$ cat config.mk
export PLATFORM = sky130hd
export DESIGN_NAME = over_screen_ctrl
export DESIGN_NICKNAME = d
export VERILOG_FILES = /design/src/rtl/over_screen_ctrl.sv
export SDC_FILE = /design/constraint.sdc
export NUM_CORES = 1
export LEC_CHECK = 0
export ABC_AREA = 1
export BUFFER_PORTS_ARGS = -buffer_cell sky130_fd_sc_hd__buf_2
export CAP_MARGIN = 10
export CORE_MARGIN = 2
export CORE_UTILIZATION = 35
export CTS_BUF_LIST = sky130_fd_sc_hd__clkbuf_4 sky130_fd_sc_hd__clkbuf_8
export CTS_CLUSTER_SIZE = 12
export DETAILED_ROUTE_END_ITERATION = 7
export PLACE_DENSITY = 0.56
export SLEW_MARGIN = 20
export SYNTH_ARGS = -nofsm -noshare
export SYNTH_HDL_FRONTEND = slang
export SYNTH_SLANG_ARGS = --single-unit
$ cat constraint.sdc
create_clock -name Clk -period 5.1 [get_ports Clk]
set_input_delay 1.02 -clock Clk [delete_from_list [all_inputs] [get_ports Clk]]
set_output_delay 1.02 -clock Clk [all_outputs]
set_load 0.05 [all_outputs]
$ cat src/rtl/over_screen_ctrl.sv
// over_screen_ctrl: sequences the "game over" banner.
// Runs hide/slide-in/show, drives the banner origin once per frame,
// issues BRAM prefetch addresses ahead of the beam and flags banner pixels.
module over_screen_ctrl #(
  parameter int SPR_W        = 320,
  parameter int SPR_H        = 64,
  parameter int X_POS        = 160,
  parameter int START_Y      = 480,
  parameter int TARGET_Y     = 208,
  parameter int STEP         = 4,
  parameter int BLINK_FRAMES = 30,
  parameter int BRAM_LAT     = 2
) (
  input  logic        Clk,
  input  logic        Reset,
  input  logic        game_over,
  input  logic        restart,
  input  logic        frame_start,
  input  logic [9:0]  DrawX,
  input  logic [9:0]  DrawY,
  output logic [9:0]  OverX,
  output logic [9:0]  OverY,
  output logic [11:0] over_addr,
  output logic        over_rd_en,
  output logic        over_hit,
  output logic        busy
);

  localparam int CW = (BLINK_FRAMES > 1) ? $clog2(BLINK_FRAMES) : 1;

  localparam logic [10:0] X_LO   = 11'(X_POS);
  localparam logic [10:0] X_HI   = 11'(X_POS + SPR_W);
  localparam logic [10:0] Y_STOP = 11'(TARGET_Y + STEP);

  typedef enum logic [1:0] {
    IDLE,
    SLIDE,
    SHOW
  } state_t;

  state_t        state, state_nx;
  logic [9:0]    over_y, over_y_nx;
  logic [CW-1:0] blink_cnt, blink_cnt_nx;
  logic          blank, blank_nx;

  // Banner state register; reset returns everything to the hidden banner.
  always_ff @(posedge Clk or posedge Reset) begin
    if (Reset) begin
      state     <= IDLE;
      over_y    <= 10'(START_Y);
      blink_cnt <= '0;
      blank     <= 1'b0;
    end else begin
      state     <= state_nx;
      over_y    <= over_y_nx;
      blink_cnt <= blink_cnt_nx;
      blank     <= blank_nx;
    end
  end

  // Next-state logic: restart beats everything; origin only moves on frame_start.
  always_comb begin
    state_nx     = state;
    over_y_nx    = over_y;
    blink_cnt_nx = blink_cnt;
    blank_nx     = blank;
    if (restart && state != IDLE) begin
      state_nx     = IDLE;
      over_y_nx    = 10'(START_Y);
      blink_cnt_nx = '0;
      blank_nx     = 1'b0;
    end else begin
      case (state)
        IDLE: begin
          if (game_over && !restart) state_nx = SLIDE;
        end
        SLIDE: begin
          if (frame_start) begin
            // Clamp at the target and enter SHOW on the same frame the target is reached.
            if ({1'b0, over_y} <= Y_STOP) begin
              over_y_nx = 10'(TARGET_Y);
              state_nx  = SHOW;
            end else begin
              over_y_nx = over_y - 10'(STEP);
            end
          end
        end
        SHOW: begin
          if (frame_start && BLINK_FRAMES != 0) begin
            if (blink_cnt == CW'(BLINK_FRAMES - 1)) begin
              blink_cnt_nx = '0;
              blank_nx     = ~blank;
            end else begin
              blink_cnt_nx = blink_cnt + 1'b1;
            end
          end
        end
        default: state_nx = IDLE;
      endcase
    end
  end

  logic [10:0] xl, xd, y11, oy11, xoff;
  logic        y_in, xl_in, xd_in;
  logic [9:0]  row;
  logic [11:0] row12, word_addr;

  // Window tests and prefetch address; xl looks BRAM_LAT pixels ahead of the beam.
  always_comb begin
    xl        = {1'b0, DrawX} + 11'(BRAM_LAT);
    xd        = {1'b0, DrawX};
    y11       = {1'b0, DrawY};
    oy11      = {1'b0, over_y};
    y_in      = (y11 >= oy11) && (y11 < oy11 + 11'(SPR_H));
    xl_in     = (xl >= X_LO) && (xl < X_HI);
    xd_in     = (xd >= X_LO) && (xd < X_HI);
    row       = DrawY - over_y;
    row12     = {2'b00, row};
    xoff      = xl - X_LO;
    word_addr = (row12 << 5) + (row12 << 3) + 12'(xoff >> 3);
  end

  assign busy       = (state != IDLE);
  assign OverX      = 10'(X_POS);
  assign OverY      = over_y;
  assign over_rd_en = busy && xl_in && y_in;
  assign over_addr  = over_rd_en ? word_addr : '0;
  assign over_hit   = busy && !blank && xd_in && y_in;

endmodule

### Word-level counts from Yosys, hierarchy flattened

Cells that the tools add are included.

* add/sub/neg operators: 8
* $lt $le $gt $ge: 7
* equal/unequal tests: 7
* muxes and demuxes: 18
* bitwise gates (word level): 1
* reduce and logical (&&, ||, !) cells: 22

Operator list (number)
* $mux W10: 4
* $mux W5: 4
* $add A12 B12 Y12: 1
* $add A12 B8 Y12: 1
* $mux W12: 1
* $add A10 B2 Y11 const B: 1
* $add A10 B7 Y11 const B: 1
* $ge A11 B8 Y1 const B: 1
* $lt A10 B11 Y1: 1
* $lt A11 B9 Y1 const B: 1
* $sub A11 B8 Y11 const B: 1
* $ge A10 B10 Y1: 1
* $ge A10 B8 Y1 const B: 1
* $le A10 B8 Y1 const B: 1
* $logic_and A1 B1 Y1: 10
* $lt A10 B9 Y1 const B: 1
* $reduce_bool A2 Y1: 5
* $sub A10 B3 Y10 const B: 1
* $ne A3 B3 Y1 const B: 3
* $sub A9 B9 Y9: 1
* $mux W2: 4
* $pmux W2 S3: 1
* $add A5 B1 Y5 const B: 1
* $eq A5 B5 Y1 const B: 1
* 10 further kinds: 15

* register bits after elaboration: 18
* input bits: 25
* output and inout bits: 35
* word-level logic and storage cells: 67

### Longest topological paths before layout

Gate-level depths: netlist of the first run.

* word-level depth: 6
* gate-level depth with buffers: 21
* gate-level depth less buffers: 21

### Worst setup path before layout of the first run

OpenSTA, ideal clock, no wires.

* path kind: input -> output
* start: in DrawX[1]
* end: out over_addr[10]
* data arrival time: 4.230 ns
* required time: 4.080 ns
* setup slack: -0.150 ns
* stages on the path: 18
* buffers on the path: 0
* cell sequence: ha_1 -> nand3_2 -> xor2_1 -> inv_1 -> o21ai_0 -> nand2_1 -> xor2_1 -> inv_1 -> fa_1 -> inv_1 -> ha_1 -> a21oi_1 -> nand2_1 -> nand2_1 -> a21oi_1 -> or2_2 -> xnor2_1 -> nor2_2

* word-level cells in the longest chain between the ends: 6
* elaborated cells on any way between the ends: 9
* those cells by class: 3 x add/sub; 2 x order compare; 1 x mux; 3 x reduce/logical

RTL lines
* from (decl): RTL line 19 `input logic [9:0] DrawX,`
* $add A10 B2 Y11 (*): RTL line 110 `xl = {1'b0, DrawX} + 11'(BRAM_LAT);`
* branches (longest 4 deep; another with $add A12 B8 Y12)
* $mux W12 (*): RTL line 127 `assign over_addr = over_rd_en ? word_addr : '0;`
* to (decl): RTL line 23 `output logic [11:0] over_addr,`

Every way passes the cells marked *.

### Worst setup path after layout of the first run

* start: in DrawX[2]
* end: out over_addr[10]

Same word-level chain as after synthesis.

==> results.json, run 1 <==
{
  "slew_headroom": 0.573,
  "slew_violations": 0,
  "io_pins": 60,
  "slowest_delay_ns": 0.50,
  "cp-start-kind": "primary input",
  "period_share": 0.965,
  "cts_tree": "yes",
  "powerDensity_mw_per_mm2": 670,
  "drtPass1Iterations": 4,
  "whs_ns": 0.513,
  "die_w_um": 89.8,
  "crit_arrival_ns": 3.90,
  "clk_pin_slew_ns": 0.07,
  "dp_cells": 554,
  "post-route-drc-count": 0,
  "dieHeight_um": 89.8,
  "diodes": 0,
  "slowest_stage": "fa_1",
  "wl_um": 5910,
  "ant_nets": 0,
  "via_per_inst": 4.50,
  "rsz0062_at_grt": "yes",
  "numCtsBuffers": 3,
  "synth_flop_cell": "dfrtp_1",
  "clock_latency_ns": 0.25,
  "dr.first_iter.drc_count": 89,
  "ctsHoldBuffers": 0,
  "globalplace.congestion": 0.827,
  "worst_pin_slew_ns": 0.640,
  "rows": 31,
  "netlist_instances": 383,
  "grt_first_pass_wirelength_um": 10200,
  "finish.utilization": 0.462,
  "final_cells": 559,
  "path_common_cell": "nand2_1",
  "postSynthAreaPerCell_um2": 6.72,
  "grt_pass1_vias": 2335,
  "synth_seq_area_share": 0.158,
  "setup_violations": 0,
  "hold_viol": 0,
  "async_flop_share": 1.00,
  "clk_path_buf_depth": 2,
  "start_util": 0.359,
  "endpoint_kind": "output pin",
  "nNetsFinal": 527,
  "hpwl_um": 4970,
  "finalCriticalPeriod_ns": 4.92,
  "gr-total-overflow": 0,
  "ys_seq_elements": 16,
  "maxCapViolations": 0,
  "grt_use_total": 0.146,
  "ir_worst_vdd_uv": 340,
  "h-tree-depth": 1,
  "setup_ws_ns": 0.181,
  "required_ns": 4.08,
  "nFillCells": 748,
  "dp_slack_ns": -0.174,
  "max_freq_mhz": 203,
  "root_buffer": "clkbuf_8",
  "antenna_found_initial": 0,
  "drive_gt1_frac": 0.283,
  "status": "completed",
  "leakagePower_uw": 0.00181,
  "skew_ns": 0.00408,
  "grt_max_degree": 17,
  "via_count": 2515,
  "holdCritPathClass": "reg2reg",
  "synth_edf_count": 0,
  "area_growth_pct": 28.9,
  "synth_area_mm2": 0.00257,
  "ys_types": 39,
  "path_cells": "buf_4 -> buf_6 -> nand3_4 -> nor2_4 -> nand2_2 -> o21ai_2 -> nand2_1 -> buf_4 -> xor2_1 -> fa_1 -> inv_2 -> fa_2 -> nand3_1 -> nand2_1 -> nand2_1 -> a21oi_1 -> or2_4 -> xnor2_2 -> nor2_4 -> buf_6",
  "ys.warnings.count": 0,
  "cts.sinks": 16,
  "core_area_mm2": 0.00718,
  "avgRoutedWirePerCell_um": 10.6,
  "die_area_mm2": 0.00806,
  "critPathKind": "in2out",
  "critPathMaxFanout": 3,
  "numPortBuffers": 47
}
==> area by class of cell <==
class | count | area (um2) | share of cell area
flip-flops and latches | 16 | 405 | 0.122
repair buffers | 75 | 473 | 0.143
multi-input cells | 290 | 1980 | 0.597
inverters | 75 | 282 | 0.0848
well taps | 99 | 124 | 0.0373
clock buffers | 4 | 55.1 | 0.0166
==> worst max-delay path, delay by kind of cell <==
family	cells	cell delay, ns
AO/OA/AOI/OAI	2	0.22
XOR/XNOR	2	0.30
adder cells (fa/ha/maj)	2	0.89
buffers and inverters	5	0.55
AND/OR/NAND/NOR	9	0.90
==> layout by cell type, fill, tap and decap left out, types with 5 or more instances in the layout <==
master,instances
buf_2,42
inv_1,71
a21oi_1,13
ha_4,5
xor2_1,9
nand3_1,30
nand4_1,8
buf_4,29
ha_1,31
nand2_1,73
conb_1,14
xnor2_1,7
nor3_1,6
nand2_2,7
o21ai_0,15
dfrtp_1,12
nor2_2,11
nor2_1,22
==> sequential cells by signal, indices dropped and copies added (netlist names) <==
signal and cells:
OverY 8, blank 1, blink_cnt 5, state 2
==> power by group <==
part / total [uW] / internal, uW / switching, uW / leakage, uW
clock network: 116 / 68.6 / 47.7 / 0.0000288
registers: 203 / 165 / 37.8 / 0.000201
logic: 1900 / 822 / 1080 / 0.00157
total: 2220 / 1060 / 1170 / 0.00181
==> cell families (layout without fill, tap and decap cells) <==
family	Yosys count	after routing	share of synthesized area
other	2	14	0.00292
XOR/XNOR	19	19	0.0676
AO/OA/AOI/OAI	46	46	0.0987
buffers and inverters	89	154	0.151
adder cells (fa/ha/maj)	41	41	0.211
flip-flops	16	16	0.158
AND/OR/NAND/NOR	170	170	0.312
==> worst paths after layout <==
kind / start / end / slack, ns / cells past startpoint
max: DrawX[2] / over_addr[10] / 0.18 / 20
min: state[0] / state[1] / 0.51 / 1
max reg2reg: OverY[2] / OverY[9] / 3.10 / 11
min reg2reg: state[0] / state[1] / 0.51 / 1
max in group asynchronous: Reset / state[0] / 3.85 / 2
min in group asynchronous: Reset / blink_cnt[3] / 0.84 / 2
==> per-stage QoR <==
stage | setup TNS (ns) | area, um2 | total power [uW]
detailed placement | -0.374 | 3080 | 1860
floorplan | -0.0279 | 2630 | 1480
global route | -0.0265 | 3320 | 2480
global placement | -0.289 | 3080 | 1840
finish | 0 | 3320 | 2220
CTS | 0 | 3200 | 2060
==> metal layers <==
layer  part of all wire  up-vias  track usage
li1                   -     1354            -
met2               0.48       44        0.258
met4             0.0014        0       0.0128
met3              0.036        2       0.0235
met5                  0        -            0
met1               0.49     1115        0.197
==> synthesized netlist by cell type, drive strengths merged (2+ instances only) <==
library cell	instances	area, um2
nor2	37	184
o22ai	2	12.5
buf	14	106
xnor2	9	78.8
dfrtp	12	300
nand2	80	310
inv	75	282
a21oi	18	90.1
a22oi	2	15.0
xor2	10	95.1
nor3	7	46.3
fa	4	80.1
ha	37	463
o21ai	18	90.1
nand3	32	170
nand4	8	50.1
dfstp	4	105
conb	2	7.51
nor3b	2	15.0
==> timing repair <==
action,4_1_cts,5_1_grt
gates resized for setup,12,27
pin swaps,2,20
setup buffers,1,0
endpoints found under the setup margin,3,5
(Power assumes the default switching activity.)
==> run 2, diff against run 1 <==
--- a/config.mk
+++ b/config.mk
@@ -13,7 +13,6 @@
 export CTS_BUF_LIST = sky130_fd_sc_hd__clkbuf_4 sky130_fd_sc_hd__clkbuf_8
 export CTS_CLUSTER_SIZE = 12
 export DETAILED_ROUTE_END_ITERATION = 7
-export PLACE_DENSITY = 0.56
 export SLEW_MARGIN = 20
 export SYNTH_ARGS = -nofsm -noshare
 export SYNTH_HDL_FRONTEND = slang
==> run 2 against run 1 <==
Clock skew rose by 0.0056 ns. Routed wire length up 0.83%. Final cell count up 0.36%. Count of clock-buffer cells in the layout stayed put. Via count rose by 0.12%. Design area is 0.49% higher.
==> results.json, run 2 (synthesized netlist as in run 1, its figures left out) <==
{
  "maxCapViolations": 0,
  "area_growth_pct": 29.6,
  "largest_reg_flops": 8,
  "die_area_mm2": 0.00806,
  "dp_slack_ns": -0.247,
  "clk_path_buf_depth": 2,
  "required_ns": 4.08,
  "status": "completed",
  "hold_viol": 0,
  "hpwl_um": 5000,
  "ctsHoldBuffers": 0,
  "cts.sinks": 16,
  "wl_um": 5960,
  "drtPass1Iterations": 4,
  "path_cells": "buf_4 -> ha_4 -> nand3_4 -> xor2_2 -> inv_1 -> o21ai_2 -> buf_4 -> xor2_1 -> fa_1 -> inv_2 -> buf_4 -> ha_2 -> nand3_1 -> nand2_2 -> a21o_1 -> a21oi_2 -> xor2_1 -> nor2_2 -> buf_6",
  "reg2regPathDepth": 8,
  "grt_use_total": 0.142,
  "ir_worst_vdd_uv": 343,
  "dr.first_iter.drc_count": 83,
  "h-tree-depth": 1,
  "leakagePower_uw": 0.00181,
  "cp-start-kind": "primary input",
  "setup_ws_ns": 0.179,
  "grt_max_degree": 17,
  "critPathKind": "in2out",
  "gr-total-overflow": 0,
  "antenna_found_initial": 0,
  "slowest_delay_ns": 0.45,
  "numCtsBuffers": 3,
  "clock_latency_ns": 0.25,
  "grt_pass1_vias": 2334,
  "die_w_um": 89.8,
  "whs_path_depth": 1,
  "endpoint_kind": "output pin",
  "ant_nets": 0,
  "final_cell_mix": "70 x inv_1, 70 x nand2_1, 42 x buf_2",
  "numPortBuffers": 47,
  "setup_violations": 0,
  "cp_top_family": "adder cells",
  "critPathMaxFanout": 3,
  "whs_ns": 0.524,
  "via_per_inst": 4.49,
  "tns_ns": 0,
  "root_buffer": "clkbuf_8",
  "post-route-drc-count": 0,
  "crit_arrival_ns": 3.90,
  "period_share": 0.965,
  "fin_area_mm2": 0.00333,
  "crit_buf_inv": 6,
  "avgRoutedWirePerCell_um": 10.6,
  "io_pins": 60,
  "slew_violations": 0,
  "finalCriticalPeriod_ns": 4.92,
  "critical_path_depth": 19,
  "placed_area_mm2": 0.00307,
  "rows": 31,
  "cts_tree": "yes",
  "holdCritPathClass": "reg2reg",
  "dieHeight_um": 89.8,
  "worst_pin_slew_ns": 0.608,
  "grt_first_pass_wirelength_um": 9920,
  "globalplace.congestion": 0.863,
  "nNetsFinal": 529,
  "slew_headroom": 0.595,
  "slowest_stage": "fa_1",
  "nFillCells": 760,
  "core_area_mm2": 0.00718,
  "max_freq_mhz": 203,
  "clk_pin_slew_ns": 0.07,
  "via_count": 2518,
  "skew_ns": 0.00967,
  "path_common_cell": "buf_4",
  "start_util": 0.359,
  "powerDensity_mw_per_mm2": 662,
  "diodes": 0,
  "drive_gt1_frac": 0.294
}
[run 2: metal layers]
metal,GRT usage,routed length [um],up-vias
met5,0,0,-
li1,-,-,1354
met3,0.0109,141,2
met4,0.0192,14,0
met1,0.196,2880,1127
met2,0.250,2930,35
[run 2: final timing paths]
check	from	slack, ns	end
max	DrawX[2]	0.18	over_addr[9]
min	state[0]	0.52	state[1]
max reg2reg	state[1]	3.15	OverY[3]
min reg2reg	state[0]	0.52	state[1]
max in group asynchronous	Reset	3.87	blink_cnt[1]
min in group asynchronous	Reset	0.83	OverY[4]
[run 2: repair_timing]
| item | CTS | global route |
|---|---|---|
| endpoints found under the setup margin | 4 | 5 |
| pin swaps | 4 | 21 |
| resized for setup | 15 | 30 |
| buffers inserted | 1 | 3 |
[run 2: power breakdown]
group	leakage (uW)	switching (uW)	internal (uW)
Clock	0.0000262	42.8	60.6
Sequential	0.000201	37.6	165
Combinational	0.00159	1090	805
[run 2: per-stage QoR]
stage / utilization / cells / total power [uW]
floorplan: - / 395 / 1480
global placement: 0.428 / 553 / 1840
detailed placement: 0.428 / 553 / 1880
CTS: 0.447 / 558 / 2100
global route: 0.465 / 561 / 2450
finish: 0.465 / 561 / 2210
[run 2: final cells by class]
cell class,instances,area [um2],share of cell area
clock buffers,4,48.8,0.0146
well taps,99,124,0.0371
multi-input cells,290,1980,0.595
flip-flops and latches,16,405,0.122
repair buffers,77,492,0.147
inverters,75,282,0.0844
[run 2: worst reg2reg max path: stages, from the launching register on]
cell and delay [ns]:
dfrtp_1 0.41, nor2_1 0.09, nor2_1 0.25, inv_1 0.14
nand2_1 0.28, inv_1 0.13, nor2_1 0.18, inv_1 0.08
o32ai_1 0.28
==> run 3, diff against run 2 <==
--- a/config.mk
+++ b/config.mk
@@ -7,12 +7,13 @@
 export LEC_CHECK = 0
 export ABC_AREA = 1
 export BUFFER_PORTS_ARGS = -buffer_cell sky130_fd_sc_hd__buf_2
-export CAP_MARGIN = 10
+export CAP_MARGIN = 25
 export CORE_MARGIN = 2
 export CORE_UTILIZATION = 35
 export CTS_BUF_LIST = sky130_fd_sc_hd__clkbuf_4 sky130_fd_sc_hd__clkbuf_8
 export CTS_CLUSTER_SIZE = 12
 export DETAILED_ROUTE_END_ITERATION = 7
+export PLACE_DENSITY_LB_ADDON = 0.2
 export SLEW_MARGIN = 20
 export SYNTH_ARGS = -nofsm -noshare
 export SYNTH_HDL_FRONTEND = slang
==> run 3 against run 2 <==
Sequential power is essentially flat. Non-clock buffer count increased by 4. Die area did not move. Critical endpoint unchanged. Largest cell class unchanged. Largest power group unchanged.
==> results.json, run 3 (synthesized netlist as in run 1, its figures left out) <==
{
  "status": "completed",
  "skew_ns": 0.00293,
  "finalPower_uw": 2210,
  "slew_violations": 0,
  "via_per_inst": 4.59,
  "ir_worst_vdd_uv": 341,
  "numPortBuffers": 47,
  "holdCritPathClass": "reg2reg",
  "cts.sinks": 16,
  "worstHoldStart": "blank",
  "clock_latency_ns": 0.25,
  "clk_path_buf_depth": 2,
  "start_util": 0.359,
  "crit_arrival_ns": 3.91,
  "clk_pin_slew_ns": 0.06,
  "leakagePower_uw": 0.00183,
  "cp-start-kind": "primary input",
  "timing.rr.start": "OverY[2]",
  "r2r_end": "OverY[9]",
  "hold_end": "blank",
  "rows": 31,
  "drive_gt1_frac": 0.288,
  "die_w_um": 89.8,
  "slowest_delay_ns": 0.52,
  "via_count": 2592,
  "hold_viol": 0,
  "dr.first_iter.drc_count": 51,
  "grt_first_pass_wirelength_um": 10000,
  "grt_max_degree": 17,
  "setup_violations": 0,
  "h-tree-depth": 1,
  "die_area_mm2": 0.00806,
  "antenna_found_initial": 0,
  "drtPass1Iterations": 5,
  "numCtsBuffers": 3,
  "hpwl_um": 5010,
  "final_cell_mix": "73 x nand2_1, 71 x inv_1, 42 x buf_2",
  "gr-total-overflow": 0,
  "cp_top_family": "adder cells",
  "period_share": 0.966,
  "critPathMaxFanout": 4,
  "endpoint_kind": "output pin",
  "nFillCells": 766,
  "dieHeight_um": 89.8,
  "core_area_mm2": 0.00718,
  "nNetsFinal": 533,
  "final_common_cell": "nand2_1",
  "path_common_cell": "nand2_2",
  "largest_reg_flops": 8,
  "required_ns": 4.08,
  "diodes": 0,
  "io_pins": 60,
  "grt_use_total": 0.144,
  "avgRoutedWirePerCell_um": 10.5,
  "finalCriticalPeriod_ns": 4.93,
  "wl_um": 5940,
  "slew_headroom": 0.584,
  "globalplace.congestion": 0.853,
  "area_growth_pct": 30.0,
  "whs_path_depth": 1,
  "maxCapViolations": 0,
  "path_cells": "buf_4 -> buf_6 -> nand4_1 -> o21bai_1 -> nand2_2 -> buf_4 -> ha_2 -> inv_1 -> nand2_2 -> nand2_2 -> xnor2_2 -> fa_1 -> inv_2 -> ha_4 -> a21oi_2 -> nand2_2 -> a21o_1 -> a21oi_2 -> xor2_1 -> nor2_2 -> buf_6",
  "root_buffer": "clkbuf_8",
  "cts_tree": "yes",
  "crit_buf_inv": 6,
  "tns_ns": 0,
  "critPathKind": "in2out",
  "slowest_stage": "fa_1",
  "powerDensity_mw_per_mm2": 659,
  "ant_nets": 0,
  "critical_path_depth": 21,
  "max_freq_mhz": 203,
  "fin_area_mm2": 0.00335,
  "reg2regPathDepth": 11,
  "grt_pass1_vias": 2372,
  "finish.utilization": 0.466,
  "post-route-drc-count": 0,
  "worst_pin_slew_ns": 0.623,
  "placed_area_mm2": 0.00309,
  "r2r_setup_slack_ns": 3.17
}
==> run 3: worst max path at each step <==
stage,start,to,slack (ns)
6_report,DrawX[2],over_addr[9],0.17
5_1_grt,DrawX[2],over_addr[9],-0.02
4_1_cts,DrawX[2],over_addr[9],0.002
3_5_place_dp,DrawX[1],over_addr[10],-0.19
3_3_place_gp,DrawX[1],over_addr[10],-0.13
2_1_floorplan,DrawX[1],over_addr[10],-0.03
==> run 3: cell type report <==
type / instances / area (um2) / share of cell area
well taps: 99 / 124 / 0.0370
multi-input cells: 290 / 1960 / 0.585
flip-flops and latches: 16 / 405 / 0.121
inverters: 75 / 282 / 0.0841
clock buffers: 4 / 55.1 / 0.0165
repair buffers: 81 / 522 / 0.156
==> run 3: per-stage QoR <==
stage               hold slack (ns)  worst slack [ns]  cells
floorplan                     0.478           -0.0279    395
global placement              0.497            -0.133    555
detailed placement            0.505            -0.193    555
CTS                           0.515           0.00178    560
global route                  0.560           -0.0213    565
finish                        0.513             0.173    565
==> run 3: worst register-to-register path, delay by kind of cell, from the launching register on <==
kind                     cells  cell delay (ns)
AO/OA/AOI/OAI                4             0.78
flip-flops                   1             0.40
AND/OR/NAND/NOR              4             0.31
adder cells (fa/ha/maj)      1             0.22
buffers and inverters        2             0.16
==> run 3: metal layers <==
metal,vias to the layer above,track usage,routed length [um]
met4,0,0.0231,24
met5,-,0,0
met3,4,0.0151,173
met2,44,0.253,2910
met1,1185,0.195,2840
li1,1359,-,-
==> run 3: repair_timing <==
| action | CTS | global route |
|---|---|---|
| hold buffers | 0 | 0 |
| setup buffers | 1 | 5 |
| pin swaps | 3 | 20 |
| endpoints found under the setup margin | 3 | 4 |
| resized for setup | 14 | 23 |
==> run 3: power by group <==
group	internal (uW)	total [uW]	switching, uW
Sequential	165	201	35.9
Combinational	821	1890	1070
Clock	68.5	112	43.9
Total	1050	2210	1150
